<file path="src/rtl/mem_ctrl_pkg.sv">
// mem_ctrl_pkg: shared widths, channel state encoding and index-width helper
package mem_ctrl_pkg;
  // Default widths shared with the per-core fetchers.
  localparam int DEFAULT_ADDR_BITS = 8;
  localparam int DEFAULT_DATA_BITS = 16;
  typedef enum logic [1:0] {
    IDLE     = 2'b00,
    WAITING  = 2'b01,
    RELAYING = 2'b10
  } ch_state_t;
  // Width of an index into n items, never narrower than one bit.
  function automatic int idx_bits(input int n);
    return (n > 1) ? $clog2(n) : 1;
  endfunction
endpackage

</file>
<file path="src/rtl/program_mem_controller_rr_arbiter.sv">
// rr_arbiter: combinational round-robin pick of one requester
//  req       in   [N]   requesters eligible this cycle
//  ptr       in   [IW]  index searched first; search wraps upward from here
//  grant     out  [N]   one-hot winner, zero when nothing requests
//  grant_idx out  [IW]  index of the winner, zero when nothing requests
module rr_arbiter import mem_ctrl_pkg::*; #(
  parameter int N = 4,
  localparam int IW = idx_bits(N)
) (
  input  logic [N-1:0]  req,
  input  logic [IW-1:0] ptr,
  output logic [N-1:0]  grant,
  output logic [IW-1:0] grant_idx
);
  logic found;
  // Walk from the farthest offset back to ptr so the nearest requester wins.
  always_comb begin
    found = 1'b0;
    grant_idx = '0;
    for (int i = N - 1; i >= 0; i--) begin
      if (req[(int'(ptr) + i) % N]) begin
        found = 1'b1;
        grant_idx = IW'((int'(ptr) + i) % N);
      end
    end
    grant = found ? (N'(1) << grant_idx) : '0;
  end
endmodule

</file>
<file path="src/rtl/program_mem_controller.sv">
// program_mem_controller: relays fetcher program-memory reads over shared memory channels
//  clk                    in   clock, all state on rising edge
//  reset                  in   asynchronous active-low reset
//  consumer_read_valid    in   [NUM_CONSUMERS]        fetcher request, held until ready
//  consumer_read_address  in   [NUM_CONSUMERS][ADDR]  fetcher address
//  consumer_read_ready    out  [NUM_CONSUMERS]        instruction word valid for that fetcher
//  consumer_read_data     out  [NUM_CONSUMERS][DATA]  instruction word, kept until next read
//  mem_read_valid         out  [NUM_CHANNELS]         channel request to memory
//  mem_read_address       out  [NUM_CHANNELS][ADDR]   channel address, held while valid
//  mem_read_ready         in   [NUM_CHANNELS]         memory response strobe
//  mem_read_data          in   [NUM_CHANNELS][DATA]   memory data, sampled with ready
module program_mem_controller import mem_ctrl_pkg::*; #(
  parameter int ADDR_BITS     = DEFAULT_ADDR_BITS,
  parameter int DATA_BITS     = DEFAULT_DATA_BITS,
  parameter int NUM_CONSUMERS = 4,
  parameter int NUM_CHANNELS  = 1
) (
  input  logic                                     clk,
  input  logic                                     reset,
  input  logic [NUM_CONSUMERS-1:0]                 consumer_read_valid,
  input  logic [NUM_CONSUMERS-1:0][ADDR_BITS-1:0]  consumer_read_address,
  output logic [NUM_CONSUMERS-1:0]                 consumer_read_ready,
  output logic [NUM_CONSUMERS-1:0][DATA_BITS-1:0]  consumer_read_data,
  output logic [NUM_CHANNELS-1:0]                  mem_read_valid,
  output logic [NUM_CHANNELS-1:0][ADDR_BITS-1:0]   mem_read_address,
  input  logic [NUM_CHANNELS-1:0]                  mem_read_ready,
  input  logic [NUM_CHANNELS-1:0][DATA_BITS-1:0]   mem_read_data
);
  localparam int CW = idx_bits(NUM_CONSUMERS);
  logic [NUM_CONSUMERS-1:0]                   claim;
  // taken[g] = consumers unavailable to channel g: claimed, or granted by a lower channel now.
  logic [NUM_CHANNELS:0][NUM_CONSUMERS-1:0]   taken;
  logic [NUM_CHANNELS-1:0][NUM_CONSUMERS-1:0] grant;
  logic [NUM_CHANNELS-1:0][CW-1:0]            ch_idx;
  logic [NUM_CHANNELS-1:0]                    ch_done;
  logic [NUM_CHANNELS-1:0]                    ch_release;
  assign taken[0] = claim;
  for (genvar g = 0; g < NUM_CHANNELS; g++) begin : g_ch
    ch_state_t                state;
    ch_state_t                state_nxt;
    logic [CW-1:0]            rr_ptr;
    logic [CW-1:0]            idx;
    logic [CW-1:0]            gnt_idx;
    logic [NUM_CONSUMERS-1:0] req;
    logic                     gnt;
    logic                     valid_q;
    logic [ADDR_BITS-1:0]     addr_q;
    assign req = (state == IDLE) ? (consumer_read_valid & ~taken[g]) : '0;
    rr_arbiter #(.N(NUM_CONSUMERS)) u_arb (
      .req       (req),
      .ptr       (rr_ptr),
      .grant     (grant[g]),
      .grant_idx (gnt_idx)
    );
    assign gnt            = |grant[g];
    assign taken[g+1]     = taken[g] | grant[g];
    assign ch_done[g]     = (state == WAITING) && mem_read_ready[g];
    // Release waits for the fetcher to drop valid; a grant can follow next cycle.
    assign ch_release[g]  = (state == RELAYING) && !consumer_read_valid[idx];
    assign ch_idx[g]           = idx;
    assign mem_read_valid[g]   = valid_q;
    assign mem_read_address[g] = addr_q;
    always_comb begin
      state_nxt = state;
      state_nxt = gnt ? WAITING : ch_done[g] ? RELAYING : ch_release[g] ? IDLE : state;
    end
    always_ff @(posedge clk or negedge reset) begin
      if (!reset) begin
        state   <= IDLE;
        rr_ptr  <= '0;
        idx     <= '0;
        valid_q <= 1'b0;
        addr_q  <= '0;
      end else begin
        state <= state_nxt;
        if (gnt) begin
          idx     <= gnt_idx;
          rr_ptr  <= CW'((int'(gnt_idx) + 1) % NUM_CONSUMERS);
          valid_q <= 1'b1;
          addr_q  <= consumer_read_address[gnt_idx];
        end
        if (ch_done[g]) valid_q <= 1'b0;
      end
    end
  end
  // Claims and consumer-side outputs; at most one channel ever owns a given consumer.
  always_ff @(posedge clk or negedge reset) begin
    if (!reset) begin
      claim               <= '0;
      consumer_read_ready <= '0;
      consumer_read_data  <= '0;
    end else begin
      for (int ch = 0; ch < NUM_CHANNELS; ch++) begin
        for (int c = 0; c < NUM_CONSUMERS; c++) begin
          if (grant[ch][c]) claim[c] <= 1'b1;
          if (ch_idx[ch] == CW'(c)) begin
            if (ch_done[ch]) begin
              consumer_read_ready[c] <= 1'b1;
              consumer_read_data[c]  <= mem_read_data[ch];
            end
            if (ch_release[ch]) begin
              consumer_read_ready[c] <= 1'b0;
              claim[c]               <= 1'b0;
            end
          end
        end
      end
    end
  end
endmodule

</file>
<file path="config.mk">
export PLATFORM = sky130hd
export DESIGN_NAME = program_mem_controller
export DESIGN_NICKNAME = d
export VERILOG_FILES = /design/src/rtl/mem_ctrl_pkg.sv /design/src/rtl/program_mem_controller_rr_arbiter.sv /design/src/rtl/program_mem_controller.sv
export SDC_FILE = /design/constraint.sdc
export NUM_CORES = 1
export LEC_CHECK = 0
export CAP_MARGIN = 20
export CORE_UTILIZATION = 35
export CTS_CLUSTER_DIAMETER = 60
export DETAILED_ROUTE_END_ITERATION = 10
export SLEW_MARGIN = 20
export SYNTH_ARGS = -nofsm -noshare
export SYNTH_HDL_FRONTEND = slang
export SYNTH_HIERARCHICAL = 1
export SYNTH_SLANG_ARGS = --single-unit
</file>
<file path="constraint.sdc">
create_clock -name clk -period 3.2 [get_ports clk]
set_clock_uncertainty 0.15 [all_clocks]
set_input_delay 0.64 -clock clk [delete_from_list [all_inputs] [get_ports clk]]
set_output_delay 0.64 -clock clk [all_outputs]
set_load 0.05 [all_outputs]
</file>
==> results_dict.tcl, run 1 <==
set metrics [dict create \
    status "complete, no violations" \
    die_w_um 106 \
    cts_buffer_depth 2 \
    dp_hpwl_mm 6.41 \
    totalPowerFinal_mw 6.08 \
    vias_per_cell 4.84 \
    htreeDepth 3 \
    p_leak_nw 2.35 \
    cts_buffers 9 \
    drt_iter0_drc 86 \
    drive_gt1_share_pct 28.8 \
    grt_max_degree 53 \
    core_sq_um 10400 \
    met3WireLength_um 390 \
    initial_core_util_pct 36.3 \
    grt_usage_pct 16.4 \
    totalWireLength_mm 8.66 \
    gp_congestion 0.853 \
    grt_pass1_vias 2698 \
    vias 2691 \
    drtPass1Iterations 4 \
    period_share_pct 90.1 \
    clockRootBuffer "clkbuf_8" \
    drt-met1-wl_mm 3.92 \
    port_buffers 131 \
    drc 0 \
    synth_top_area_share_pct 57.8 \
    die_y_um 106 \
    crit_fanout 5 \
    cts_hold_buf 0 \
    syn-num-nets 324 \
    hold_class "in2async" \
    worst_pin_slew_ps 654 \
    synth_seq_cells 87 \
    rsz0062_at_grt "false" \
    wl_per_cell_um 15.6 \
    worstPathRequired_ps 3290 \
    antenna_found_initial 0 \
    rrSetupSlack_ps 470 \
    avgSynthCellArea_sq_um 14.0 \
    critPathKind "in2reg" \
    post-cts-setup-buffer-count 0 \
    hold_viol_final 0 \
    ant_nets 0 \
    power_density_nw_per_um2 1100 \
    ys_types 35 \
    clock-sinks 87 \
    syn2layout_area_growth_pct 46.3 \
    nets 470 \
    clk_latency_ps 340 \
    slew_viol_final 0 \
    synth_top_area_cell "dfrtp_1" \
    path_clk_slew_ps 90 \
    fin_crit_ps 2880 \
    final_cells 556 \
    final_util_pct 53.1 \
    drv_cap 0 \
    synth_area_leaders "dfrtp_1 (58%), mux2_2 (20%), mux4_2 (4.8%), nand2_1 (2.7%), o32a_1 (1.6%)" \
    grt_pass1_wl_mm 14.3 \
    cp-end-kind "flip-flop" \
    grt-ovfl-total 0 \
    syn_area_sq_um 3760 \
    cts_tree "done" \
    syn_inst 269 \
    route.met2.wl_mm 4.23 \
    ctsResizeCount 0 \
    crit_arrival_ps 2970 \
    pin_count 132 \
    rows 37 \
    fmax_ghz 0.347 \
    vdd_drop_max_uv 463 \
    relSlewSlack_pct 56.4 \
    ys_seq_area_share_pct 57.8 \
    die_area_sq_um 11200 \
    setup_viol 0 \
    diodes 0 \
    top_layer "met4" \
    yosys_warnings 6 \
    dp.cells 540 \
    worst_setup_path_start_kind "primary input" \
]
==> cells in the final DEF, fill, tap and decap left out, types with 2 or more instances in the layout <==
master / n
inv_1: 6
a21oi_1: 6
nor2_1: 6
a21boi_0: 2
o221a_2: 2
o21ai_0: 5
inv_6: 2
clkinvlp_4: 2
nand2b_1: 3
mux2_2: 68
o21ai_1: 2
nor4b_1: 4
mux4_2: 8
o32a_1: 6
nor2_2: 3
buf_4: 20
clkbuf_8: 10
clkdlybuf4s50_1: 130
nand2_1: 27
dfrtp_1: 87
==> critical path: stages <==
cell and delay [ps]:
clkdlybuf4s50_1 480, nor4b_1 310, buf_4 200, o21ai_1 80, a22o_1 190, and2_1 180, or4_1 590, buf_4 200
nand2_1 50, nand2_1 50
==> final timing paths <==
| kind | from | end | cells past startpoint |
|---|---|---|---|
| setup reg to reg | g_ch[0].state[1] | mem_read_address[4] | 9 |
| max in group asynchronous | reset | consumer_read_data[29] | 2 |
| setup / recovery | consumer_read_valid[3] | mem_read_address[4] | 10 |
| hold / removal | reset | consumer_read_data[37] | 1 |
| hold reg to reg | mem_read_address[1] | mem_read_address[1] | 2 |
| min in group clk | mem_read_address[1] | mem_read_address[1] | 2 |
==> stage by stage <==
stage	setup slack [ps]	TNS, ps	hold slack, ps	area [sq um]
4_1_cts	327	0	183	5510
5_1_grt	129	0	202	5510
3_5_place_dp	-35.9	-222	305	5300
6_report	317	0	155	5510
3_3_place_gp	5.98	0	301	5300
2_1_floorplan	445	0	194	3760
==> flip-flops by register name, indices dropped and copies added, names as in the netlist <==
signal and flops:
ch_idx 2, claim 4, consumer_read_data 64, consumer_read_ready 4, g_ch.rr_ptr 2, g_ch.state 2
mem_read_address 8, mem_read_valid 1
==> cell families after synthesis <==
logic type	count (synthesis)	share of synthesized area, %
buffers and inverters	22	3.69
AOI/OAI and AO/OA	30	5.75
and+or+nand+nor	52	7.11
xor gates and xnor gates	1	0.233
muxes	77	25.4
DFF	87	57.8
==> synthesized netlist by cell type <==
master and count:
nand3b_1 1, o221a_2 2, o21ai_1 2, or3_1 1, and2_1 1, nand2b_1 3
a21boi_0 2, nand2_1 27, mux2_2 68, a31oi_1 2, nor2_2 3, o21a_1 1
buf_6 5, nand3_1 1, o22ai_1 1, or4_1 1, mux4_2 8, nor2_1 6
xnor2_1 1, buf_2 3, mux2i_1 1, inv_1 6, a22o_1 1, nor4_1 2
nor2b_1 1, o2bb2ai_1 1, o2bb2a_1 1, o32a_1 6, a21oi_1 6, dfrtp_1 87
buf_4 4, nor4b_1 4, clkbuf_1 4, nand3b_4 1, o21ai_0 5
==> power breakdown <==
part	switching [mW]	internal (mW)	total, mW
Clock	0.393	0.386	0.779
Combinational	2.14	1.31	3.44
Sequential	0.288	1.58	1.86
Total	2.82	3.27	6.08
==> metal layers <==
metal / vias up / GRT usage, %
li1: 1270 / -
met3: 11 / 3.40
met5: - / 0
met1: 1332 / 22.2
met4: 0 / 4.96
met2: 78 / 26.6
==> layout make-up <==
class / instances / area [sq um]
Fill cell: 918 / 4860
Multi-Input combinational cell: 160 / 1460
Tap cell: 136 / 170
Clock inverter: 6 / 67.6
Inverter: 6 / 22.5
Timing Repair Buffer: 151 / 1470
Clock buffer: 10 / 138
Sequential cell: 87 / 2180
Power figures use the tool's default switching activity.
==> run 2, diff against run 1 <==
Settings changed: CORE_UTILIZATION 35 to 45, PLACE_DENSITY set to 0.87.
==> run 2 against run 1 <==
Final cell count shrank 6.7%. Via count grew 2.4%. Worst hold slack gained 7.5 ps. Sequential power is essentially flat. Non-clock buffer count shrank 3. Critical endpoint is now mem_read_address[1].
==> results_dict.tcl, run 2 (synthesis gave the netlist of run 1 again) <==
set metrics [dict create \
    vias_per_cell 5.31 \
    crit_slowest_cell "mux4_2" \
    worstSetupStartpoint "consumer_read_valid[1]" \
    grt_max_degree 88 \
    totalWireLength_mm 8.94 \
    clockRootBuffer "clkbuf_8" \
    power_density_nw_per_um2 1110 \
    cts_tree "done" \
    slowest_delay_ps 510 \
    htreeDepth 3 \
    setup_viol 0 \
    fin_setup_tns_ps 0 \
    cp-end-kind "flip-flop" \
    worst_pin_slew_ps 762 \
    holdWs_ps 162 \
    worst_setup_path_start_kind "primary input" \
    worstPathRequired_ps 3300 \
    die_w_um 93.5 \
    slew_viol_final 0 \
    die_y_um 93.5 \
    ctsResizeCount 0 \
    p_leak_nw 2.32 \
    drtPass1Iterations 5 \
    crit_arrival_ps 3050 \
    grt_usage_pct 22.2 \
    crit_fanout 11 \
    worstPathCellList "clkdlybuf4s50_1, nor4b_1, buf_4, a21boi_0, o22ai_1, a31oi_2, buf_12, mux4_2, nand2_1, nand2_1" \
    rows 32 \
    period_share_pct 92.2 \
    relSlewSlack_pct 49.2 \
    core_sq_um 7930 \
    cpMostUsedCell "nand2_1" \
    wl_per_cell_um 17.2 \
    critPathKind "in2reg" \
    top_register "consumer_read_data" \
    drv_cap 0 \
    diodes 0 \
    largest_register_ffs 64 \
    drc 0 \
    drive_gt1_share_pct 28.1 \
    rsz0062_at_grt "false" \
    die_area_sq_um 8740 \
    vdd_drop_max_uv 427 \
    cts_hold_buf 0 \
    grt_pass1_vias 2881 \
    cts_buffer_depth 2 \
    post-cts-setup-buffer-count 0 \
    grt-ovfl-total 0 \
    hold_class "in2async" \
    final_common_cell "clkdlybuf4s50_1" \
    hold_viol_final 0 \
    vias 2756 \
    path_clk_slew_ps 90 \
    fin_crit_ps 2950 \
    pin_count 132 \
    fmax_ghz 0.339 \
    gp_congestion 0.817 \
    ant_nets 0 \
    clk_latency_ps 350 \
    nets 467 \
    port_buffers 131 \
    clock-sinks 87 \
    grt_pass1_wl_mm 14.5 \
    final_cell_mix "clkdlybuf4s50_1 (130), dfrtp_1 (87), mux2_2 (68)" \
    antenna_found_initial 0 \
    syn2layout_area_growth_pct 43.8 \
    cts_buffers 9 \
    status "complete, no violations" \
    reg2reg_from "g_ch[0].state[1]" \
    dp_hpwl_mm 6.51 \
    drt_iter0_drc 110 \
    initial_core_util_pct 47.5 \
]
==> run 2: worst max-delay path: cells and delay by family <==
kind                   cells  cell delay [ps]
AOI/OAI and AO/OA          3              550
buffers and inverters      3              880
muxes                      1              510
and+or+nand+nor            3              470
==> run 2: path summary, 6_finish.rpt <==
| path | end | slack [ps] | depth (start not counted) |
|---|---|---|---|
| hold reg to reg | mem_read_address[3] | 320 | 2 |
| hold / removal | consumer_read_data[21] | 160 | 1 |
| min in group clk | mem_read_address[3] | 320 | 2 |
| max in group asynchronous | g_ch[0].rr_ptr[0] | 2200 | 1 |
| setup / recovery | mem_read_address[1] | 250 | 10 |
| setup reg to reg | mem_read_address[1] | 390 | 9 |
==> run 2: metal layers <==
layer  routed length (um)  global-route usage (%)
met4                  176                    9.10
met5                    0                       0
met2                 4820                    40.1
met3                  439                    3.33
met1                 3510                    26.2
==> run 2: through the flow <==
stage               total power, mW  utilization, %  setup slack (ps)  cells  instance area (sq um)
finish                         6.01            68.3               249    519                   5410
global route                   6.28            68.3               121    519                   5410
CTS                            6.06            68.2               247    519                   5410
detailed placement             5.37            66.1              -122    503                   5240
global placement               5.28            66.1             -15.9    503                   5240
floorplan                      4.15               -               445    269                   3760
==> run 2: report_power, final <==
group	internal (mW)	switching (mW)
Combinational	1.30	2.15
Clock	0.286	0.394
Sequential	1.58	0.305
Total	3.16	2.85
==> run 2: area by class of cell <==
class	count	area, sq um
flip-flops and latches	87	2180
clock inverters	6	45.0
inverters	6	22.5
multi-input cells	160	1460
clock buffers	10	128
repair buffers	148	1450
well taps	102	128
fillers	574	2510
